[src/rtl/prg_loader_pkg.sv]
// Shared definitions for the UART program loader: FSM state encoding and
// parameter defaults used by the loader and its idle timer.
package prg_loader_pkg;

  localparam int unsigned MAX_WORDS_DEFAULT   = 16384;
  localparam int unsigned TIMEOUT_CYC_DEFAULT = 1_000_000;

  typedef enum logic [2:0] {
    IDLE,
    HDR0,
    HDR1,
    DATA,
    WRITE,
    DONE,
    ERR
  } state_t;

endpackage

[src/rtl/prg_loader_timer.sv]
// Idle-gap timer for the program loader: counts enabled cycles since the
// last clear and flags expiry once TIMEOUT_CYC idle cycles have elapsed.
module prg_loader_timer
  import prg_loader_pkg::*;
#(
  parameter int unsigned TIMEOUT_CYC = TIMEOUT_CYC_DEFAULT
) (
  input  logic clk,
  input  logic reset,
  input  logic clear,
  input  logic enable,
  output logic expired
);

  localparam int unsigned    CW   = $clog2(TIMEOUT_CYC + 1);
  localparam logic [CW-1:0]  LAST = CW'(TIMEOUT_CYC - 1);

  logic [CW-1:0] count;

  always_ff @(posedge clk) begin
    if (reset || clear) begin
      count <= '0;
    end else if (enable && (count != LAST)) begin
      count <= count + CW'(1);
    end
  end

  // Asserted during the idle cycle whose closing edge is the TIMEOUT_CYC-th
  // since the last clear, so the owner reacts on exactly that edge.
  assign expired = enable && (count == LAST);

endmodule

[src/rtl/prg_loader.sv]
// Boot-time program loader: receives a length-prefixed little-endian image
// over a byte stream and writes it word by word into instruction RAM.
module prg_loader
  import prg_loader_pkg::*;
#(
  parameter int unsigned TIMEOUT_CYC = TIMEOUT_CYC_DEFAULT,
  parameter int unsigned MAX_WORDS   = MAX_WORDS_DEFAULT
) (
  input  logic        clk,
  input  logic        reset,
  input  logic        start,
  input  logic [7:0]  rx_data,
  input  logic        rx_valid,
  output logic        rx_ready,
  output logic        ram_we,
  output logic [13:0] ram_addr,
  output logic [31:0] ram_wdata,
  output logic        cpu_hold,
  output logic        busy,
  output logic        done,
  output logic        err
);

  localparam logic [16:0] MAX_N = 17'(MAX_WORDS);

  state_t      state, state_nx;
  logic [14:0] word_idx;
  logic [1:0]  byte_cnt;
  logic [15:0] n_words;
  logic [31:0] word_buf;

  logic        accept;
  logic [15:0] n_full;
  logic        hdr_bad;
  logic        last_word;
  logic        tmr_en;
  logic        tmr_clear;
  logic        tmr_expired;

  assign rx_ready  = (state == HDR0) || (state == HDR1) || (state == DATA);
  assign accept    = rx_valid && rx_ready;
  assign n_full    = {rx_data, n_words[7:0]};
  assign hdr_bad   = (n_full == '0) || ({1'b0, n_full} > MAX_N);
  assign last_word = (({1'b0, word_idx}) + 16'd1) == n_words;

  // HDR0 is left on its first accepted byte, so counting only in HDR1/DATA
  // means waiting for the header can never time out.
  assign tmr_en    = ((state == HDR1) || (state == DATA)) && !accept;
  assign tmr_clear = !tmr_en;

  assign ram_addr  = word_idx[13:0];
  assign ram_wdata = word_buf;

  prg_loader_timer #(
    .TIMEOUT_CYC(TIMEOUT_CYC)
  ) u_timer (
    .clk    (clk),
    .reset  (reset),
    .clear  (tmr_clear),
    .enable (tmr_en),
    .expired(tmr_expired)
  );

  always_ff @(posedge clk) begin
    if (reset) begin
      state <= IDLE;
    end else begin
      state <= state_nx;
    end
  end

  always_ff @(posedge clk) begin
    if (reset) begin
      word_idx <= '0;
      byte_cnt <= '0;
      n_words  <= '0;
      word_buf <= '0;
    end else begin
      case (state)
        IDLE, DONE, ERR: begin
          if (start) begin
            word_idx <= '0;
            byte_cnt <= '0;
          end
        end
        HDR0: if (accept) n_words[7:0]  <= rx_data;
        HDR1: if (accept) n_words[15:8] <= rx_data;
        DATA: begin
          if (accept) begin
            word_buf[{byte_cnt, 3'b000} +: 8] <= rx_data;
            byte_cnt                          <= byte_cnt + 2'd1;
          end
        end
        WRITE:   word_idx <= word_idx + 15'd1;
        default: ;
      endcase
    end
  end

  always_comb begin
    state_nx = state;
    ram_we   = 1'b0;
    cpu_hold = 1'b1;
    busy     = 1'b0;
    done     = 1'b0;
    err      = 1'b0;
    case (state)
      IDLE: begin
        cpu_hold = 1'b0;
        if (start) state_nx = HDR0;
      end
      HDR0: begin
        busy = 1'b1;
        if (accept) state_nx = HDR1;
      end
      HDR1: begin
        busy = 1'b1;
        if (accept)           state_nx = hdr_bad ? ERR : DATA;
        else if (tmr_expired) state_nx = ERR;
      end
      DATA: begin
        busy = 1'b1;
        if (accept && (byte_cnt == 2'd3)) state_nx = WRITE;
        else if (tmr_expired)             state_nx = ERR;
      end
      WRITE: begin
        busy     = 1'b1;
        ram_we   = 1'b1;
        state_nx = last_word ? DONE : DATA;
      end
      DONE: begin
        cpu_hold = 1'b0;
        done     = 1'b1;
        if (start) state_nx = HDR0;
      end
      ERR: begin
        err = 1'b1;
        if (start) state_nx = HDR0;
      end
      default: state_nx = IDLE;
    endcase
  end

endmodule

[config.mk]
export PLATFORM = sky130hd
export DESIGN_NAME = prg_loader
export DESIGN_NICKNAME = d
export VERILOG_FILES = /design/src/rtl/prg_loader_pkg.sv /design/src/rtl/prg_loader_timer.sv /design/src/rtl/prg_loader.sv
export SDC_FILE = /design/constraint.sdc
export NUM_CORES = 1
export LEC_CHECK = 0
export ABC_AREA = 1
export ABC_CLOCK_PERIOD_IN_PS = 2700
export CAP_MARGIN = 10
export CORE_MARGIN = 8
export CORE_UTILIZATION = 60
export DETAILED_ROUTE_END_ITERATION = 8
export DONT_BUFFER_PORTS = 1
export PLACE_DENSITY = 0.74
export SLEW_MARGIN = 5
export SYNTH_ARGS = -nofsm -noshare
export SYNTH_HDL_FRONTEND = slang
export SYNTH_SLANG_ARGS = --single-unit
[constraint.sdc]
create_clock -name clk -period 2.7 [get_ports clk]
set_input_delay 0.81 -clock clk [delete_from_list [all_inputs] [get_ports clk]]
set_output_delay 0.81 -clock clk [all_outputs]
set_load 0.01 [all_outputs]
==> flow_summary.html <==
<table>
<tr><th>Metric</th><th>Value</th></tr>
<tr><th colspan="2">CTS</th></tr>
<tr><td># hold bufs at CTS</td><td>0</td></tr>
<tr><td>H-tree Lvls</td><td>3</td></tr>
<tr><td>Clock root buffer master</td><td>sky130_fd_sc_hd__clkbuf_8</td></tr>
<tr><td>Maximum clock insertion buffer count</td><td>2</td></tr>
<tr><td>TritonCTS clock tree</td><td>yes</td></tr>
<tr><td>Clock buffers created by TritonCTS</td><td>9</td></tr>
<tr><td>Clock net sink count</td><td>88</td></tr>
<tr><td>CTS clock-pin slew for the worst setup and hold paths</td><td>100 ps</td></tr>
<tr><td># resized after CTS</td><td>0</td></tr>
<tr><td>Number of setup buffers added after CTS</td><td>0</td></tr>
<tr><td>Clock insertion delay at the later pin of the skew report</td><td>roughly 370 ps</td></tr>
<tr><th colspan="2">Floorplanning</th></tr>
<tr><td>I/O pins</td><td>64</td></tr>
<tr><td>Die W</td><td>106 µm</td></tr>
<tr><td>Die area</td><td>11200 µm²</td></tr>
<tr><td>Row count</td><td>32</td></tr>
<tr><td>CORE AREA</td><td>7770 µm²</td></tr>
<tr><td>Starting Density</td><td>0.622</td></tr>
<tr><td>Height of the chip</td><td>106 µm</td></tr>
<tr><th colspan="2">Placed design</th></tr>
<tr><td>DP Cell Count</td><td>782</td></tr>
<tr><td>Half-perimeter wire length after placement</td><td>9.39 mm</td></tr>
<tr><td>Weighted congestion reported at the end of routability-driven placement</td><td>0.916</td></tr>
<tr><td>PortBufs</td><td>0</td></tr>
<tr><td>Placed standard-cell area</td><td>4820 µm²</td></tr>
<tr><th colspan="2">Setup path</th></tr>
<tr><td>Cell family contributing the most delay on the critical path</td><td>simple AND/OR/NAND/NOR gates</td></tr>
<tr><td>Arrival time at the worst endpoint</td><td>about 1500 ps</td></tr>
<tr><td>Worst EP required</td><td>1890 ps</td></tr>
<tr><td>Crit end category</td><td>output pin</td></tr>
<tr><td>Cell at the slowest stage of the critical path</td><td>sky130_fd_sc_hd__dfxtp_1</td></tr>
<tr><td>Largest stage delay on the critical path</td><td>420 ps</td></tr>
<tr><td>Worst-path fanout max</td><td>5</td></tr>
<tr><td>Sort of element at the start of the critical path</td><td>register</td></tr>
<tr><td>Critical path class</td><td>reg -&gt; out</td></tr>
<tr><td>Buffers &amp; Inverters on Critical Path</td><td>3</td></tr>
<tr><td>Critical-path cell list</td><td>inv_2 -&gt; nor2_1 -&gt; inv_1 -&gt; nor2_1 -&gt; inv_1 -&gt; nand3_1</td></tr>
<tr><th colspan="2">Timing</th></tr>
<tr><td>Final Critical Period</td><td>2340 ps</td></tr>
<tr><td>Pins Over Slew Limit</td><td>0</td></tr>
<tr><td>F_max</td><td>427 MHz</td></tr>
<tr><td>Final Setup Violations</td><td>0</td></tr>
<tr><td>Unrepaired setup endpoints after global routing</td><td>no</td></tr>
<tr><td>Final sum of negative setup slack</td><td>0 ps</td></tr>
<tr><td>Worst hold slack across all endpoints</td><td>471 ps</td></tr>
<tr><td>Slew @ Worst Pin</td><td>534 ps</td></tr>
<tr><td>Period Utilization, post-route</td><td>0.868</td></tr>
<tr><td>Post-Route Skew</td><td>about 17 ps</td></tr>
<tr><td>Slew HR</td><td>0.644</td></tr>
<tr><td>Final hold violation count</td><td>0</td></tr>
<tr><th colspan="2">Yosys</th></tr>
<tr><td>Count of distinct cell types in the synthesized netlist</td><td>37</td></tr>
<tr><td>Leading register cell type out of synthesis</td><td>sky130_fd_sc_hd__dfxtp_1</td></tr>
<tr><td>Number of instances in the synthesized netlist</td><td>between 700 and 800</td></tr>
<tr><td>Largest cells by area after synthesis</td><td>sky130_fd_sc_hd__dfxtp_1, sky130_fd_sc_hd__nand2_1, sky130_fd_sc_hd__a21oi_1, sky130_fd_sc_hd__inv_1, sky130_fd_sc_hd__nand3_1</td></tr>
<tr><td>Number of enable flip-flop cells after synthesis</td><td>0</td></tr>
<tr><td>Net count after synthesis</td><td>724</td></tr>
<tr><td>Total standard cell area after synthesis</td><td>4830 µm²</td></tr>
<tr><td>Warnings from Yosys</td><td>0</td></tr>
<tr><td>Async S/R FF share, synth</td><td>0</td></tr>
<tr><td>Sequential-to-total area share from yosys stat</td><td>0.365</td></tr>
<tr><td>Area share of the largest cell type after synthesis</td><td>0.365</td></tr>
<tr><td>Most used standard cell by instance count after synthesis</td><td>sky130_fd_sc_hd__nand2_1</td></tr>
<tr><td>Top cells by instance count after synthesis</td><td>sky130_fd_sc_hd__nand2_1, sky130_fd_sc_hd__dfxtp_1, sky130_fd_sc_hd__inv_1</td></tr>
<tr><td>Avg Cell Area, Syn</td><td>just under 7 µm²</td></tr>
<tr><td>Cell type with the highest aggregate area in the netlist</td><td>sky130_fd_sc_hd__dfxtp_1</td></tr>
<tr><td>Post-synthesis sequential element count</td><td>88</td></tr>
<tr><th colspan="2">GRT</th></tr>
<tr><td>Global-route wire length before repair</td><td>20.7 mm</td></tr>
<tr><td>Total grt overflow</td><td>0</td></tr>
<tr><td>Pin count of the biggest net entering global routing</td><td>38</td></tr>
<tr><td>Via count of the first global-routing pass</td><td>between 4000 and 5000</td></tr>
<tr><td>Initial antenna violation count</td><td>0</td></tr>
<tr><td>Overall routing resource usage</td><td>0.225</td></tr>
<tr><th colspan="2">Final layout</th></tr>
<tr><td>Utilization after layout</td><td>0.644</td></tr>
<tr><td>Final net count</td><td>710</td></tr>
<tr><td>Final std cells w/o fill</td><td>roughly 800</td></tr>
<tr><td>Synth-to-Final Area Change</td><td>3.63%</td></tr>
<tr><td>Final standard cell area without fillers</td><td>about 5000 µm²</td></tr>
<tr><td>Antenna cell count</td><td>0</td></tr>
<tr><td>Share of post-route cells with drive strength above 1</td><td>0.0991</td></tr>
<tr><th colspan="2">Power and ir drop</th></tr>
<tr><td>Ratio of total power to cell area</td><td>about 670 nW/µm²</td></tr>
<tr><td>Clock network fraction of design power</td><td>0.267</td></tr>
<tr><td>Worst-case vdd ir drop</td><td>561 µV</td></tr>
<tr><td>Reg power frac</td><td>0.442</td></tr>
<tr><td>Switching share of power</td><td>0.393</td></tr>
<tr><td>Cell-internal power</td><td>2.04 mW</td></tr>
<tr><td>Switching power</td><td>1.32 mW</td></tr>
<tr><td>Power share of the combinational group</td><td>0.291</td></tr>
<tr><td>Static power due to leakage</td><td>1.87 nW</td></tr>
<tr><th colspan="2">Detailed routing</th></tr>
<tr><td>Number of vias per cell after detailed routing</td><td>5.65</td></tr>
<tr><td>Final routed wire length divided by cell count</td><td>15.7 µm</td></tr>
<tr><td>DRC</td><td>0</td></tr>
<tr><td>Number of detailed-route iterations in the first pass</td><td>5</td></tr>
<tr><td>Total wire length</td><td>between 10 and 15 mm</td></tr>
<tr><td>Violation count after the first detailed-routing iteration</td><td>~270</td></tr>
<tr><td>Overall via count from detail_route</td><td>4508</td></tr>
<tr><td>Antenna-violating nets left</td><td>0</td></tr>
<tr><th colspan="2">Status</th></tr>
<tr><td>Run status</td><td>complete, no violations</td></tr>
<tr><th colspan="2">Run</th></tr>
<tr><td>Number of max-cap violations</td><td>0</td></tr>
<tr><th colspan="2">Hold path</th></tr>
<tr><td>Worst min path class</td><td>reg -&gt; reg</td></tr>
</table>
[worst min-delay path: stages, from the launching register on]
cell	delay, ps
sky130_fd_sc_hd__dfxtp_1	320
sky130_fd_sc_hd__nand2_1	60
sky130_fd_sc_hd__a21oi_1	50
[cell usage in the layout (no fill, tap or decap), types with 2 or more instances in the layout]
| master | netlist | layout |
|---|---|---|
| sky130_fd_sc_hd__nand2_1 | 163 | 163 |
| sky130_fd_sc_hd__dfxtp_1 | 88 | 88 |
| sky130_fd_sc_hd__inv_1 | 82 | 82 |
| sky130_fd_sc_hd__a21oi_1 | 79 | 79 |
| sky130_fd_sc_hd__nand3_1 | 53 | 53 |
| sky130_fd_sc_hd__o21ai_0 | 43 | 43 |
| sky130_fd_sc_hd__nor2_1 | 42 | 42 |
| sky130_fd_sc_hd__nand4_1 | 23 | 23 |
| sky130_fd_sc_hd__nor2_2 | 12 | 12 |
| sky130_fd_sc_hd__nor3_1 | 12 | 12 |
| sky130_fd_sc_hd__inv_2 | 9 | 9 |
| sky130_fd_sc_hd__clkbuf_8 | 0 | 9 |
| sky130_fd_sc_hd__nand2_2 | 8 | 8 |
| sky130_fd_sc_hd__nor2_4 | 7 | 7 |
| sky130_fd_sc_hd__ha_1 | 7 | 7 |
| sky130_fd_sc_hd__o211a_1 | 6 | 6 |
| sky130_fd_sc_hd__xor2_1 | 6 | 6 |
| sky130_fd_sc_hd__buf_4 | 16 | 5 |
| sky130_fd_sc_hd__nor4_1 | 4 | 4 |
| sky130_fd_sc_hd__nor3_2 | 3 | 3 |
| sky130_fd_sc_hd__nand3_2 | 3 | 3 |
| sky130_fd_sc_hd__inv_8 | 0 | 3 |
| sky130_fd_sc_hd__nor4_2 | 2 | 2 |
| sky130_fd_sc_hd__nand2_4 | 2 | 2 |
| sky130_fd_sc_hd__o21ai_1 | 2 | 2 |
| sky130_fd_sc_hd__nand3b_1 | 2 | 2 |
| sky130_fd_sc_hd__xnor2_1 | 2 | 2 |
| sky130_fd_sc_hd__a21oi_2 | 2 | 2 |
| sky130_fd_sc_hd__a211oi_1 | 2 | 2 |
| sky130_fd_sc_hd__or2_0 | 2 | 2 |
| sky130_fd_sc_hd__or2_1 | 2 | 2 |
| sky130_fd_sc_hd__nor3b_1 | 2 | 2 |
| sky130_fd_sc_hd__inv_6 | 0 | 2 |
[power groups by stage]
stage               clock [mW]  combinational [mW]  sequential, mW
finish                   0.896               0.977            1.48
global route             0.960                1.11            1.50
CTS                      0.914               0.963            1.48
detailed placement           0               0.958            1.51
global placement             0               0.937            1.51
floorplan                    0               0.755            1.48
[registers in the layout, indices dropped and copies added (netlist names)]
name / flops
ram_wdata: 32
word_idx: 15
u_timer.count: 20
state: 3
byte_cnt: 2
n_words: 16
[cells by family (layout without fill, tap and decap cells)]
kind of cell / count (synthesis) / count (layout) / synth area share
AO/OA/AOI/OAI: 135 / 135 / 0.149
XOR/XNOR: 9 / 9 / 0.0194
adder cells (fa/ha/maj): 7 / 7 / 0.0181
buffers and inverters: 122 / 113 / 0.108
flip-flops: 88 / 88 / 0.365
AND/OR/NAND/NOR: 344 / 344 / 0.341
[stage by stage]
step	power [mW]	setup WS [ps]
3_3_place_gp	2.45	716
3_5_place_dp	2.47	679
2_1_floorplan	2.23	675
5_1_grt	3.56	265
6_report	3.36	356
4_1_cts	3.36	368
[final timing paths]
check / startpoint / endpoint / slack [ps] / cells after the start
worst min register to register: u_timer.count[18]$_SDFFE_PP0P_ / u_timer.count[18]$_SDFFE_PP0P_ / 470 / 2
worst min-delay path: u_timer.count[18]$_SDFFE_PP0P_ / u_timer.count[18]$_SDFFE_PP0P_ / 470 / 2
worst max register to register: word_idx[0]$_SDFFE_PP0P_ / state[1]$_SDFFE_PP0P_ / 640 / 14
worst max-delay path: state[0]$_SDFFE_PP0P_ / busy / 360 / 6
[final cells by class]
type                       count  area, µm²
fill                         739       2760
multi-input combinational    495       2550
sequential                    88       1760
inverter                      92        345
clock buffer                  10        128
tap                          102        128
clock inverter                 6       58.8
timing repair buffer           5       37.5
[per-layer routing]
layer  track usage  wire, µm  vias up
met5             0         0        -
met3        0.0706      1200       35
li1              -         -     2278
met2         0.355      5560      155
met4         0.105       425        0
met1         0.273      5330     2040
Note: power is estimated with default switching activity, not from simulation.
